<file path="src/rtl/kv_line_fill_if.sv">
`default_nettype none
// ============================================================================
// Module      : kv_line_fill_if
// Description : Fetch-request, line-return and memory-read signals of the
//               KVCache line-fill engine.
// Revision    : 1.0 - initial release
// ============================================================================
interface kv_line_fill_if #(
    parameter int DATA_WIDTH = 32,
    parameter int ADDR_WIDTH = 32,
    parameter int LINE_SIZE  = 4
);
    logic [ADDR_WIDTH-1:0]                 i_req_addr;
    logic                                  i_req_valid;
    logic                                  o_req_ready;
    logic [LINE_SIZE-1:0][DATA_WIDTH-1:0]  o_line_data;
    logic [ADDR_WIDTH-1:0]                 o_line_addr;
    logic                                  o_line_valid;
    logic                                  i_line_ready;
    logic [ADDR_WIDTH-1:0]                 o_mem_addr;
    logic                                  o_mem_valid;
    logic                                  i_mem_ready;
    logic [DATA_WIDTH-1:0]                 i_mem_rdata;
    logic                                  i_mem_rvalid;

    // Engine side
    modport slave (
        input  i_req_addr, i_req_valid, i_line_ready,
               i_mem_ready, i_mem_rdata, i_mem_rvalid,
        output o_req_ready, o_line_data, o_line_addr, o_line_valid,
               o_mem_addr, o_mem_valid
    );

    // Cache and memory side
    modport master (
        output i_req_addr, i_req_valid, i_line_ready,
               i_mem_ready, i_mem_rdata, i_mem_rvalid,
        input  o_req_ready, o_line_data, o_line_addr, o_line_valid,
               o_mem_addr, o_mem_valid
    );
endinterface
`default_nettype wire

</file>
<file path="src/rtl/kv_line_fill.sv">
`default_nettype none
// ============================================================================
// Module      : kv_line_fill
// Description : Fetches one cache line as LINE_SIZE pipelined word reads and
//               returns the assembled line on a valid/ready handshake.
// Revision    : 1.0 - initial release
// ============================================================================
module kv_line_fill #(
    parameter int DATA_WIDTH = 32,
    parameter int ADDR_WIDTH = 32,
    parameter int LINE_SIZE  = 4
) (
    input  wire logic         i_clk,
    input  wire logic         i_rst,
    kv_line_fill_if.slave     bus
);
    localparam int c_CNT_W = $clog2(LINE_SIZE) + 1;
    localparam int c_IDX_W = $clog2(LINE_SIZE);

    localparam logic [c_CNT_W-1:0]    c_CNT_ONE   = c_CNT_W'(1);
    localparam logic [c_CNT_W-1:0]    c_LAST_CNT  = c_CNT_W'(LINE_SIZE - 1);
    localparam logic [c_CNT_W-1:0]    c_FULL_CNT  = c_CNT_W'(LINE_SIZE);
    localparam logic [ADDR_WIDTH-1:0] c_WORD_STEP = ADDR_WIDTH'(4);
    localparam logic [ADDR_WIDTH-1:0] c_OFF_MASK  = ADDR_WIDTH'(LINE_SIZE * 4 - 1);

    // FETCH is split into ISSUE (reads still to send) and DRAIN (all sent)
    localparam logic [1:0] c_ST_IDLE  = 2'd0;
    localparam logic [1:0] c_ST_ISSUE = 2'd1;
    localparam logic [1:0] c_ST_DRAIN = 2'd2;
    localparam logic [1:0] c_ST_DONE  = 2'd3;

    logic [1:0]                            r_state;
    logic [c_CNT_W-1:0]                    r_issue_cnt;
    logic [c_CNT_W-1:0]                    r_recv_cnt;
    logic                                  r_req_ready;
    logic                                  r_mem_valid;
    logic [ADDR_WIDTH-1:0]                 r_mem_addr;
    logic                                  r_line_valid;
    logic [ADDR_WIDTH-1:0]                 r_line_addr;
    logic [LINE_SIZE-1:0][DATA_WIDTH-1:0]  r_line_data;

    logic [ADDR_WIDTH-1:0] w_base;
    logic                  w_fetching;
    logic                  w_issue;
    logic                  w_last_issue;
    logic                  w_recv;
    logic                  w_last_recv;
    logic [c_IDX_W-1:0]    w_recv_idx;

    assign w_base       = bus.i_req_addr & ~c_OFF_MASK;
    assign w_fetching   = (r_state == c_ST_ISSUE) || (r_state == c_ST_DRAIN);
    assign w_issue      = r_mem_valid && bus.i_mem_ready;
    assign w_last_issue = w_issue && (r_issue_cnt == c_LAST_CNT);
    assign w_recv       = w_fetching && bus.i_mem_rvalid && (r_recv_cnt != c_FULL_CNT);
    assign w_last_recv  = w_recv && (r_recv_cnt == c_LAST_CNT);
    assign w_recv_idx   = r_recv_cnt[c_IDX_W-1:0];

    always_ff @(posedge i_clk) begin
        if (i_rst) begin
            r_state      <= c_ST_IDLE;
            r_issue_cnt  <= '0;
            r_recv_cnt   <= '0;
            r_req_ready  <= 1'b1;
            r_mem_valid  <= 1'b0;
            r_mem_addr   <= '0;
            r_line_valid <= 1'b0;
            r_line_addr  <= '0;
            r_line_data  <= '0;
        end else begin
            case (r_state)
                c_ST_IDLE: begin
                    if (bus.i_req_valid) begin
                        r_req_ready <= 1'b0;
                        r_line_addr <= w_base;
                        r_mem_addr  <= w_base;
                        r_mem_valid <= 1'b1;
                        r_issue_cnt <= '0;
                        r_recv_cnt  <= '0;
                        r_state     <= c_ST_ISSUE;
                    end
                end
                c_ST_ISSUE, c_ST_DRAIN: begin
                    if (w_issue) begin
                        r_issue_cnt <= r_issue_cnt + c_CNT_ONE;
                        if (w_last_issue) begin
                            r_mem_valid <= 1'b0;
                        end else begin
                            r_mem_addr <= r_mem_addr + c_WORD_STEP;
                        end
                    end
                    if (w_recv) begin
                        r_line_data[w_recv_idx] <= bus.i_mem_rdata;
                        r_recv_cnt              <= r_recv_cnt + c_CNT_ONE;
                    end
                    if (w_last_recv) begin
                        r_mem_valid  <= 1'b0;
                        r_line_valid <= 1'b1;
                        r_state      <= c_ST_DONE;
                    end else if (w_last_issue) begin
                        r_state <= c_ST_DRAIN;
                    end
                end
                c_ST_DONE: begin
                    if (bus.i_line_ready) begin
                        r_line_valid <= 1'b0;
                        r_req_ready  <= 1'b1;
                        r_state      <= c_ST_IDLE;
                    end
                end
                default: begin
                    r_state <= c_ST_IDLE;
                end
            endcase
        end
    end

    assign bus.o_req_ready  = r_req_ready;
    assign bus.o_mem_valid  = r_mem_valid;
    assign bus.o_mem_addr   = r_mem_addr;
    assign bus.o_line_valid = r_line_valid;
    assign bus.o_line_addr  = r_line_addr;
    assign bus.o_line_data  = r_line_data;

endmodule
`default_nettype wire

</file>
<file path="src/flat_wrapper.sv">
// flat-port wrapper written by rule: the top's interface ports become plain ports
module kv_line_fill_flat 
#(
    parameter int DATA_WIDTH = 32,
    parameter int ADDR_WIDTH = 32,
    parameter int LINE_SIZE  = 4
)
  (i_clk, i_rst, bus_i_req_addr, bus_i_req_valid, bus_i_line_ready, bus_i_mem_ready, bus_i_mem_rdata, bus_i_mem_rvalid, bus_o_req_ready, bus_o_line_data, bus_o_line_addr, bus_o_line_valid, bus_o_mem_addr, bus_o_mem_valid);
  kv_line_fill_if #(.DATA_WIDTH(DATA_WIDTH), .ADDR_WIDTH(ADDR_WIDTH), .LINE_SIZE(LINE_SIZE)) bus_i ();
  input  wire logic i_clk;
  input  wire logic i_rst;
  input wire logic [$bits(bus_i.i_req_addr)-1:0] bus_i_req_addr;
  input wire logic [$bits(bus_i.i_req_valid)-1:0] bus_i_req_valid;
  input wire logic [$bits(bus_i.i_line_ready)-1:0] bus_i_line_ready;
  input wire logic [$bits(bus_i.i_mem_ready)-1:0] bus_i_mem_ready;
  input wire logic [$bits(bus_i.i_mem_rdata)-1:0] bus_i_mem_rdata;
  input wire logic [$bits(bus_i.i_mem_rvalid)-1:0] bus_i_mem_rvalid;
  output wire logic [$bits(bus_i.o_req_ready)-1:0] bus_o_req_ready;
  output wire logic [$bits(bus_i.o_line_data)-1:0] bus_o_line_data;
  output wire logic [$bits(bus_i.o_line_addr)-1:0] bus_o_line_addr;
  output wire logic [$bits(bus_i.o_line_valid)-1:0] bus_o_line_valid;
  output wire logic [$bits(bus_i.o_mem_addr)-1:0] bus_o_mem_addr;
  output wire logic [$bits(bus_i.o_mem_valid)-1:0] bus_o_mem_valid;
  assign bus_i.i_req_addr = bus_i_req_addr;
  assign bus_i.i_req_valid = bus_i_req_valid;
  assign bus_i.i_line_ready = bus_i_line_ready;
  assign bus_i.i_mem_ready = bus_i_mem_ready;
  assign bus_i.i_mem_rdata = bus_i_mem_rdata;
  assign bus_i.i_mem_rvalid = bus_i_mem_rvalid;
  assign bus_o_req_ready = bus_i.o_req_ready;
  assign bus_o_line_data = bus_i.o_line_data;
  assign bus_o_line_addr = bus_i.o_line_addr;
  assign bus_o_line_valid = bus_i.o_line_valid;
  assign bus_o_mem_addr = bus_i.o_mem_addr;
  assign bus_o_mem_valid = bus_i.o_mem_valid;
  kv_line_fill #(.DATA_WIDTH(DATA_WIDTH), .ADDR_WIDTH(ADDR_WIDTH), .LINE_SIZE(LINE_SIZE)) u_core (.i_clk(i_clk), .i_rst(i_rst), .bus(bus_i));
endmodule
</file>
<file path="config.mk">
export PLATFORM = sky130hd
export DESIGN_NAME = kv_line_fill_flat
export DESIGN_NICKNAME = d
export VERILOG_FILES = /design/src/rtl/kv_line_fill_if.sv /design/src/rtl/kv_line_fill.sv /design/src/flat_wrapper.sv
export SDC_FILE = /design/constraint.sdc
export NUM_CORES = 1
export LEC_CHECK = 0
export ABC_AREA = 1
export CORE_UTILIZATION = 52
export CTS_BUF_LIST = sky130_fd_sc_hd__clkbuf_4
export DETAILED_ROUTE_END_ITERATION = 10
export HOLD_SLACK_MARGIN = 0.02
export PLACE_DENSITY = 0.87
export SLEW_MARGIN = 20
export SYNTH_ARGS = -nofsm -noshare
export SYNTH_HDL_FRONTEND = slang
export SYNTH_SLANG_ARGS = --single-unit
</file>
<file path="constraint.sdc">
create_clock -name i_clk -period 2.45 [get_ports i_clk]
set_input_delay 0.6125 -clock i_clk [delete_from_list [all_inputs] [get_ports i_clk]]
set_output_delay 0.6125 -clock i_clk [all_outputs]
set_load 0.02 [all_outputs]
</file>
==> impl_metrics.toml <==
[outcome]
status = "finished, final reports clean"

[cts]
postCtsSetupRepairBufs = 0
cts_num_sinks = 197
hold_buffers = 0
tritoncts = "yes"
clock_path_buffers = 2
htree_num_levels = 4
cts_root_buf = "clkbuf_4"
insertion_delay_ps = 560
ctsResizeCount = 0
cts-buffers-inserted = 17
cts.clk_slew.worst_paths_ps = 150

[synthesis]
synth-xor-area-share = 0.002078
ys_ff_latch = 197
syn_area_sq_um = 8429
synth_cells = 1156
synth_simple_gate_area_frac = 0.2655
ys_types = 30
synth_edf_count = 0
synthAdderAreaFrac = 0.01484
synth_mux_area_frac = 0
synth_top_family_by_area = "simple AND/OR/NAND/NOR gates"
ys_seq_area_frac = 0.4679
async_flop_share = 0
synth_compound_area_frac = 0.1670
synth_warnings = 0
synth.avg_cell_area_sq_um = 7.292
synth_flop_cell = "dfxtp_1"

[finish]
layout-drive-gt1-share = 0.04852
syn_to_final_growth_pct = 33.59
final_cells = 1598
fin_area_sq_um = 11260
nFillCells = 1284
nets = 1448

[power]
powerDensity_nw_per_um2 = 970.6
power.static_leakage_nw = 3.855
vdd_drop_max_uv = 647.4

[global_route]
grt_pass1_vias = 7990
grt-ovfl-total = 0
grt_max_degree = 161
antenna_found_initial = 1
grt_pass1_wl_mm = 39.34
grt.total_usage = 0.2969

[worst_setup_path]
required_ps = 1840
path_cells = "clkdlybuf4s50_1"
critPathKind = "register to output pin"
cp-start-kind = "register"
cp_data_arrival_time_ps = 1710
crit_slowest_cell = "clkdlybuf4s50_1"
cp_top_family = "buffers and inverters"
crit_buf_inv = 1
endpoint_kind = "output pin"
cp_max_fo = 6
critical_path.max_stage_delay_ps = 660

[routing]
vias = 8719
ant_nets = 0
firstDrtPassIters = 7
wl_per_cell_um = 15.65
drt-total-wl_mm = 25.02
drt_iter0_drc = 756
avgViaCountPerCell = 5.456
drc = 0

[timing]
slew-limit-headroom = 0.5368
rsz0062_at_grt = "no"
period_minus_slack_ps = 2326
setup_viol = 0
tightest_slew_ps = 694.8
drv_slew = 0
max_freq_ghz = 0.4300
hold_viol = 0
period_share = 0.9493
clock_skew_ps = 20.69
setup-tns-final_ps = 0

[floorplan]
die_h_um = 129.3
die_area_sq_um = 16720
ios = 265
coreArea_sq_um = 15830
num_rows = 46
start_util = 0.5326
dieWidth_um = 129.3

[place]
place.gp.congestion = 0.9057
place_inst = 1565
placed_area_sq_um = 11000
hpwl_mm = 17.37
portBuffers = 254

[job]
maxCapViolCount = 0

[worst_hold_path]
hp-class = "register to register"
[through the flow]
step,setup WS (ps),hold slack (ps),total power [W],util
2_1_floorplan,782.6,448.2,0.007549,-
3_3_place_gp,141.0,446.8,0.009194,0.6949
3_5_place_dp,116.2,451.1,0.009290,0.6949
4_1_cts,76.00,472.2,0.01093,0.7113
5_1_grt,41.46,483.8,0.01162,0.7115
6_report,124.3,471.7,0.01093,0.7115
[synth_stat cells (5+ instances only)]
cell type | number | area (sq um)
a21oi_1 | 199 | 996.0
nand3_1 | 166 | 830.8
dfxtp_1 | 197 | 3944
nand2_2 | 5 | 31.28
buf_2 | 11 | 55.05
ha_1 | 10 | 125.1
buf_4 | 9 | 67.56
nor2_1 | 69 | 259.0
inv_1 | 55 | 206.5
buf_6 | 14 | 157.7
clkbuf_1 | 53 | 198.9
nand2_1 | 279 | 1047
o21ai_0 | 56 | 280.3
[layout make-up]
type	instances	area (sq um)	share of cell area
clock buffers	18	135.1	0.01200
inverters	57	214.0	0.01900
repair buffers	275	2760	0.2451
diodes	1	2.502	0.0002222
multi-input cells	820	3811	0.3384
clock inverters	14	123.9	0.01100
flip-flops and latches	197	3944	0.3502
well taps	216	270.3	0.02400
[state kept, by name, indices dropped and copies added (netlist names)]
name                     count
u_core.r_issue_cnt           3
u_core.bus.o_mem_addr       30
u_core.r_state               2
u_core.r_recv_cnt            3
u_core.bus.o_req_ready       1
u_core.bus.o_line_data     128
u_core.bus.o_mem_valid       1
u_core.bus.o_line_valid      1
u_core.bus.o_line_addr      28
[report_power, final]
group	internal (W)	total, W	switching, W	leakage [nW]
Clock	0.000530	0.00166	0.00113	0.146
Sequential	0.00375	0.00423	0.000484	1.60
Combinational	0.00196	0.00503	0.00307	2.11
[logic make-up (layout without fill, tap and decap cells)]
logic type | count (synthesis) | in the layout
AOI/OAI and AO/OA | 271 | 271
DFF | 197 | 197
xor gates and xnor gates | 2 | 2
and+or+nand+nor | 531 | 531
adders and majority gates | 10 | 10
buffers and inverters | 144 | 364
other | 1 | 7
[routing by layer]
| metal | share of wire | track usage | up-vias |
|---|---|---|---|
| met2 | 0.47 | 0.4889 | 382 |
| met3 | 0.085 | 0.07060 | 63 |
| met4 | 0.040 | 0.1405 | 0 |
| met5 | 0 | 0 | - |
| met1 | 0.41 | 0.3667 | 4028 |
| li1 | - | - | 4246 |
[cells in the final DEF, fill, tap and decap left out]
| cell | count |
|---|---|
| nor2_2 | 4 |
| o31ai_1 | 1 |
| o21ai_1 | 2 |
| o22ai_1 | 3 |
| and2_1 | 2 |
| inv_2 | 2 |
| inv_6 | 5 |
| clkbuf_4 | 18 |
| inv_8 | 1 |
| inv_1 | 55 |
| clkinv_2 | 2 |
| nor2_1 | 69 |
| nand2_2 | 5 |
| o21bai_1 | 2 |
| a31oi_1 | 2 |
| diode_2 | 1 |
| a21oi_4 | 2 |
| a311oi_1 | 1 |
| nor3_1 | 4 |
| clkinv_4 | 2 |
| bufinv_16 | 1 |
| o211a_1 | 1 |
| o21ai_0 | 56 |
| clkinv_1 | 3 |
| a21oi_1 | 199 |
| buf_4 | 17 |
| dfxtp_1 | 197 |
| a211oi_1 | 1 |
| conb_1 | 6 |
| xnor2_1 | 2 |
| ha_1 | 10 |
| or2_2 | 2 |
| o21ai_2 | 1 |
| nand3_1 | 166 |
| buf_12 | 5 |
| clkdlybuf4s50_1 | 253 |
| nand2_1 | 279 |
[path summary, 6_finish.rpt]
| check | start | to | slack (ps) | cells past startpoint |
|---|---|---|---|---|
| worst max-delay path | u_core.bus.o_mem_addr[21] | bus_o_mem_addr[21] | 120 | 1 |
| worst min-delay path | u_core.bus.o_line_data[18] | u_core.bus.o_line_data[18] | 470 | 2 |
| worst max register to register | u_core.r_state[0] | u_core.bus.o_mem_addr[19] | 260 | 11 |
| worst min register to register | u_core.bus.o_line_data[18] | u_core.bus.o_line_data[18] | 470 | 2 |
No activity file was read; power rests on OpenSTA's default activity.
